$ cat src/rtl/spike_dispatcher.sv
// Spike dispatcher: pops one pre-synaptic address from the spike FIFO and expands it into N
// synaptic events (pre, post=0..N-1). Optional spike counter under `SPIKE_DISPATCH_PERF_EN`.
module spike_dispatcher #(
  parameter int unsigned N     = 256,
  parameter int unsigned CNT_W = 32,
  localparam int unsigned AW   = (N > 1) ? $clog2(N) : 1
) (
  input  logic          CLK,
  input  logic          RST,
  input  logic          DISPATCH_en_i,
  input  logic          FIFO_empty_i,
  output logic          FIFO_r_en_o,
  input  logic [AW-1:0] FIFO_r_data_i,
  output logic          EVT_valid_o,
  input  logic          EVT_ready_i,
  output logic [AW-1:0] EVT_pre_o,
  output logic [AW-1:0] EVT_post_o,
  output logic          EVT_last_o,
  output logic          BUSY_o
`ifdef SPIKE_DISPATCH_PERF_EN
  ,
  output logic [CNT_W-1:0] SPK_cnt_o
`endif
);

  if (N < 2) begin : g_n_check
    $error("spike_dispatcher: N must be >= 2");
  end
  if (CNT_W < 1) begin : g_cnt_w_check
    $error("spike_dispatcher: CNT_W must be >= 1");
  end

  localparam logic [AW-1:0] PostLast = AW'(N - 1);

  typedef enum logic [1:0] {
    StIdle,
    StWait,
    StDispatch
  } state_e;

  state_e        state_q, state_d;
  logic [AW-1:0] pre_q, pre_d;
  logic [AW-1:0] post_q, post_d;
  logic          post_is_last;
  logic          evt_fire;

  assign post_is_last = (post_q == PostLast);
  assign evt_fire     = EVT_valid_o & EVT_ready_i;

  // State register
  always_ff @(posedge CLK or posedge RST) begin
    if (RST) begin
      state_q <= StIdle;
    end else begin
      state_q <= state_d;
    end
  end

  // Next-state logic
  always_comb begin
    state_d = state_q;
    unique case (state_q)
      StIdle: begin
        if (FIFO_r_en_o) begin
          state_d = StWait;
        end
      end
      StWait: begin
        state_d = StDispatch;
      end
      StDispatch: begin
        if (evt_fire && post_is_last) begin
          state_d = StIdle;
        end
      end
      default: begin
        state_d = StIdle;
      end
    endcase
  end

  // Output decode; the pop strobe is the only output that looks at inputs
  always_comb begin
    FIFO_r_en_o = 1'b0;
    EVT_valid_o = 1'b0;
    EVT_last_o  = 1'b0;
    BUSY_o      = 1'b0;
    unique case (state_q)
      StIdle: begin
        FIFO_r_en_o = DISPATCH_en_i & ~FIFO_empty_i;
      end
      StWait: begin
        BUSY_o = 1'b1;
      end
      StDispatch: begin
        BUSY_o      = 1'b1;
        EVT_valid_o = 1'b1;
        EVT_last_o  = post_is_last;
      end
      default: begin
        BUSY_o = 1'b0;
      end
    endcase
  end

  // FIFO read data is registered, so it is captured in the cycle after the pop
  always_comb begin
    pre_d  = pre_q;
    post_d = post_q;
    if (state_q == StWait) begin
      pre_d  = FIFO_r_data_i;
      post_d = '0;
    end else if (evt_fire && !post_is_last) begin
      post_d = post_q + AW'(1);
    end
  end

  always_ff @(posedge CLK or posedge RST) begin
    if (RST) begin
      pre_q  <= '0;
      post_q <= '0;
    end else begin
      pre_q  <= pre_d;
      post_q <= post_d;
    end
  end

  assign EVT_pre_o  = pre_q;
  assign EVT_post_o = post_q;

`ifdef SPIKE_DISPATCH_PERF_EN
  logic [CNT_W-1:0] spk_cnt_q, spk_cnt_d;

  always_comb begin
    spk_cnt_d = spk_cnt_q;
    if (evt_fire && EVT_last_o) begin
      spk_cnt_d = spk_cnt_q + CNT_W'(1);
    end
  end

  always_ff @(posedge CLK or posedge RST) begin
    if (RST) begin
      spk_cnt_q <= '0;
    end else begin
      spk_cnt_q <= spk_cnt_d;
    end
  end

  assign SPK_cnt_o = spk_cnt_q;
`endif

endmodule
$ cat config.mk
export PLATFORM = sky130hd
export DESIGN_NAME = spike_dispatcher
export DESIGN_NICKNAME = d
export VERILOG_FILES = /design/src/rtl/spike_dispatcher.sv
export SDC_FILE = /design/constraint.sdc
export NUM_CORES = 1
export LEC_CHECK = 0
export CAP_MARGIN = 25
export CORE_UTILIZATION = 45
export CTS_BUF_LIST = sky130_fd_sc_hd__clkbuf_8
export CTS_CLUSTER_DIAMETER = 60
export DETAILED_ROUTE_END_ITERATION = 6
export PLACE_DENSITY = 0.9
export SYNTH_ARGS = -nofsm -noshare
export SYNTH_HDL_FRONTEND = slang
export SYNTH_SLANG_ARGS = --single-unit
$ cat constraint.sdc
create_clock -name CLK -period 1.94 [get_ports CLK]
set_input_delay 0.582 -clock CLK [delete_from_list [all_inputs] [get_ports CLK]]
set_output_delay 0.582 -clock CLK [all_outputs]
set_load 0.05 [all_outputs]
[After elaboration in Yosys (flattened, before gate mapping)]
Index checks and enable logic that the tools add are counted.
Storage, ports and cells
  flip-flop bits (word level): 18
  bits of input ports: 13
  output and inout port bits: 20
Cells by class
  bitwise logic cells: 3
  equal/unequal tests: 5
  $add $sub $neg: 1
  multiplexer cells: 9
  reduce and logical (&&, ||, !) cells: 7
Operators with widths (number)
  $mux W8: 2
  $add A8 B1 Y8 const B: 1
  $eq A8 B8 Y1 const B: 1
  $pmux W2 S3: 1
  $mux W1: 4
  $mux W2: 2
  $ne A2 B2 Y1 const B: 2
  $and A1 B1 Y1: 2
  $eq A2 B1 Y1 const B: 1
  $eq A2 B2 Y1 const B: 1
  $logic_and A1 B1 Y1: 2
  $logic_not A2 Y1: 1
  $reduce_and A2 Y1: 1
  $reduce_bool A2 Y1: 1
  $reduce_or A2 Y1: 1
  $logic_not A1 Y1: 1
  $not A1 Y1: 1

[Longest topological paths before layout]
  word-level depth: 6
  depth in mapped cells: 6

[Worst setup path after synthesis]
Ideal clock, no wire load.
  path kind: register to register
  from: reg state_q[0]
  to: reg post_q[5], in the netlist EVT_post_o[5]
  required time: 1.862 ns
  path slack: -0.138 ns
  arrival: 1.999 ns
  cell stages (with the launch flop): 7
  buffers on the path: 0
  setup time: 0.078 ns
  cells stage by stage: dfrtp_1 inv_1 ha_1 nand2_1 a21o_4 or4_1 a21oi_1
On the way
  cells in the longest elaborated chain, start to end: 5
RTL lines
  from (decl): RTL line 41  | state_e state_q, state_d;
  from (signal assigned): RTL line 53  | state_q <= StIdle;
  from (signal assigned): RTL line 55  | state_q <= state_d;
  $eq A2 B2 Y1: RTL line 88  | unique case (state_q)
  $mux W1: RTL line 88
  via EVT_valid_o: RTL line 14  | output logic EVT_valid_o,
  $and A1 B1 Y1: RTL line 48  | assign evt_fire = EVT_valid_o & EVT_ready_i;
  $logic_and A1 B1 Y1: RTL line 113  | end else if (evt_fire && !post_is_last) begin
  $reduce_bool A2 Y1 (no line)
  to (signal assigned): RTL line 124  | post_q <= post_d;
  to (decl): RTL line 43  | logic [AW-1:0] post_q, post_d;
The timed path passes the listed nets, and every way through them passes these cells.
A chain may end at the register's enable or synchronous reset.

[Worst setup path in the final report]
  from: reg post_q[0], in the netlist EVT_post_o[0]
  to: out EVT_last_o
On the way
  cells in the longest elaborated chain, start to end: 2
RTL lines
  $eq A8 B8 Y1: RTL line 47  | assign post_is_last = (post_q == PostLast);
  $mux W1: RTL line 88
  to (decl): RTL line 18  | output logic EVT_last_o,
No other way between the ends.

==> out/qor.yml <==
n_antenna_cell: 0
relSlewSlack_pct: 69.4
path_max_fanout: 4
synth_top_area_share_pct: 49.9
critical_path_class: "reg -> out"
cap_violations: 0
place_ws_ns: -0.138
drc: 0
nets: 146
die_h_um: 46.8
multiInputGateArea_um2: 452
irDropWorstVdd_uv: 1080
worst-path-stages: 4
worstPathArrival_ns: 1.36
pin_count: 33
critPathMaxStageDelay_ns: 0.43
powerDensity_nw_per_um2: 1480
synth_area_leaders: "dfrtp_1 (50%), mux2_2 (10%), ha_1 (6.9%)"
skew_ns: 0.00337
final_hold_viol_count: 0
met1_usage_pct: 28.7
cts_buffers: 3
num_rows: 15
slowest_stage: "dfrtp_2"
period_minus_slack_ns: 1.95
vias: 811
clock_path_buffers: 2
drv_slew: 0
wl_mm: 2.30
dp.final_hpwl_mm: 1.59
syn2layout_area_growth_pct: 59.1
firstDrtPassIters: 4
clock_latency_ns: 0.25
worst_pin_slew_ns: 0.447
antenna_found_initial: 0
core_area_um2: 1800
via_per_inst: 5.34
clk_pin_slew_ns: 0.07
grt_max_degree: 19
crit_family: "flip-flops"
hold_path_depth: 1
root_buffer: "clkbuf_8"
hold_path.class: "reg -> reg"
yosys_warnings: 0
grt.busiest_layer: "met2"
cp.required_ns: 1.36
antenna_left: 0
ff_latch_area_um2: 455
status: "complete, but fails checks"
cp_num_buf_inv: 1
rsz0062_at_grt: "yes"
final_util_pct: 79.7
worstRegToRegCells: 6
layout_setup_ws_ns: -0.00568
grt_pass1_wl_mm: 3.53
use_met3_pct: 1.92
syn_area_um2: 902
grt_util_met2_pct: 38.6
synth_fp_nets: 98
htreeDepth: 1
critPathMostFrequentCell: "and3_4"
portBuffers: 32
synth_seq_cells: 18
drive_above_1_share_pct: 45.7
violations: "setup timing"
endpoint_kind: "output pin"
grt.total_usage_pct: 23.5
die_area_um2: 2190
ys_types: 29
tns_ns: -0.00568
yosys.area.top_type: "dfrtp_1"
p_leak_nw: 0.650
layout.filler_cells: 121
synth_cells: 80
globalRoute.totalOverflow: 0
initial_core_util_pct: 50.1
wl_per_cell_um: 15.1
grt_pass1_vias: 821
finalCritPeriodShare_pct: 100
critPathLaunchType: "register"
die_x_um: 46.8
path_cells: "ha_4 -> and3_4 -> and3_4 -> buf_12"
setup_violations: 1
cts_tree: "built"
fmax_mhz: 514
yosysSeqAreaShare_pct: 49.9
drt_iter0_markers: 14
gp_congestion: 0.817
cts_sinks: 18
synth.avg_cell_area_um2: 11.3
==> synthesized netlist by cell type <==
| library cell | instances |
|---|---|
| dfrtp_1 | 18 |
| mux2_2 | 8 |
| inv_1 | 7 |
| a21oi_1 | 5 |
| ha_1 | 5 |
| nor2_1 | 5 |
| nand2_1 | 3 |
| xnor2_1 | 3 |
| nand3_1 | 2 |
| nand4_1 | 2 |
| o21ai_0 | 2 |
| o31ai_1 | 2 |
| or4_1 | 2 |
| a2111oi_0 | 1 |
| a211oi_1 | 1 |
| a21o_1 | 1 |
| a21o_4 | 1 |
| a31o_2 | 1 |
| a31oi_1 | 1 |
| and3_1 | 1 |
| and3_2 | 1 |
| and3_4 | 1 |
| and4_4 | 1 |
| buf_1 | 1 |
| clkbuf_1 | 1 |
| mux2i_1 | 1 |
| nor4_1 | 1 |
| or3_1 | 1 |
| xor2_1 | 1 |
==> per-layer routing <==
metal | vias to the layer above | part of all wire, %
li1 | 379 | -
met1 | 394 | 42
met2 | 28 | 51
met3 | 10 | 2.9
met4 | 0 | 4.3
met5 | - | 0
==> registers in the layout (all words and copies together), names as in the netlist <==
register	cells
EVT_post_o	8
state_q	2
EVT_pre_o	8
==> timing repair <==
| action | CTS | global route |
|---|---|---|
| hold buffers | 0 | 0 |
| setup endpoints to repair | 2 | 2 |
| resized for setup | 6 | 2 |
| setup buffers | 2 | 3 |
| pin swaps | 3 | 1 |
==> cell type report <==
cell class	count	area share, %
Tap cell	25	2.18
Clock buffer	4	3.84
Multi-Input combinational cell	53	31.5
Sequential cell	18	31.7
Inverter	7	1.83
Timing Repair Buffer	45	28.9
==> placed cells by master (no fill, tap or decap) <==
| cell type | instances |
|---|---|
| a2111oi_0 | 1 |
| a211oi_1 | 1 |
| a21o_1 | 1 |
| a21o_4 | 1 |
| a21oi_1 | 5 |
| a31o_2 | 1 |
| a31oi_1 | 1 |
| and3_4 | 3 |
| and4_4 | 1 |
| buf_12 | 4 |
| buf_4 | 29 |
| clkbuf_8 | 4 |
| clkdlybuf4s50_1 | 10 |
| dfrtp_1 | 14 |
| dfrtp_2 | 4 |
| dlygate4sd2_1 | 2 |
| ha_1 | 3 |
| ha_4 | 2 |
| inv_1 | 6 |
| inv_2 | 1 |
| mux2_2 | 8 |
| mux2i_1 | 1 |
| nand2_1 | 3 |
| nand3_1 | 2 |
| nand4_1 | 2 |
| nor2_1 | 5 |
| nor4_1 | 1 |
| o21ai_0 | 2 |
| o31ai_1 | 2 |
| or3_1 | 1 |
| or4_1 | 2 |
| xnor2_1 | 3 |
| xor2_1 | 1 |
==> per-stage QoR <==
step | cells | instance area [um^2] | total power (W) | hold slack, ns
3_3_place_gp | 143 | 1310 | 0.00171 | 0.496
3_5_place_dp | 143 | 1310 | 0.00174 | 0.497
5_1_grt | 152 | 1440 | 0.00223 | 0.526
4_1_cts | 149 | 1400 | 0.00208 | 0.512
2_1_floorplan | 80 | 910 | 0.00133 | 0.520
6_report | 152 | 1440 | 0.00212 | 0.508
==> worst paths after layout <==
kind	startpoint	to	slack (ns)
min in group asynchronous	RST	state_q[0]	0.64
max in group asynchronous	RST	EVT_post_o[4]	1.10
setup reg to reg	EVT_post_o[0]	EVT_post_o[5]	0.08
setup / recovery	EVT_post_o[0]	EVT_last_o	-0.006
hold reg to reg	EVT_pre_o[3]	EVT_pre_o[3]	0.51
hold / removal	EVT_pre_o[3]	EVT_pre_o[3]	0.51
==> kinds of logic after synthesis <==
| group | count (synthesis) | share of synthesized area [%] |
|---|---|---|
| AO/OA/AOI/OAI | 15 | 11.5 |
| XOR/XNOR | 4 | 3.88 |
| adder cells (fa/ha/maj) | 5 | 6.93 |
| buffers and inverters | 9 | 3.74 |
| flip-flops | 18 | 49.9 |
| multiplexers | 9 | 11.1 |
| AND/OR/NAND/NOR | 20 | 12.9 |
==> power by group <==
group          internal [W]  total [W]  leakage, nW  switching [W]
combinational      0.000508    0.00124        0.396       0.000736
sequential         0.000498   0.000575        0.224      0.0000770
clock              0.000180   0.000304       0.0288       0.000124
total               0.00119    0.00212        0.650       0.000937
==> worst reg2reg max path, delay by kind of cell, from the launching register on <==
kind / cells / cell delay (ns)
compound gates: 2 / 0.38
simple gates: 2 / 0.66
flops: 1 / 0.43
buf+inv: 1 / 0.14
fa+ha+maj: 1 / 0.18
Note: power is estimated with default switching activity, not from simulation.
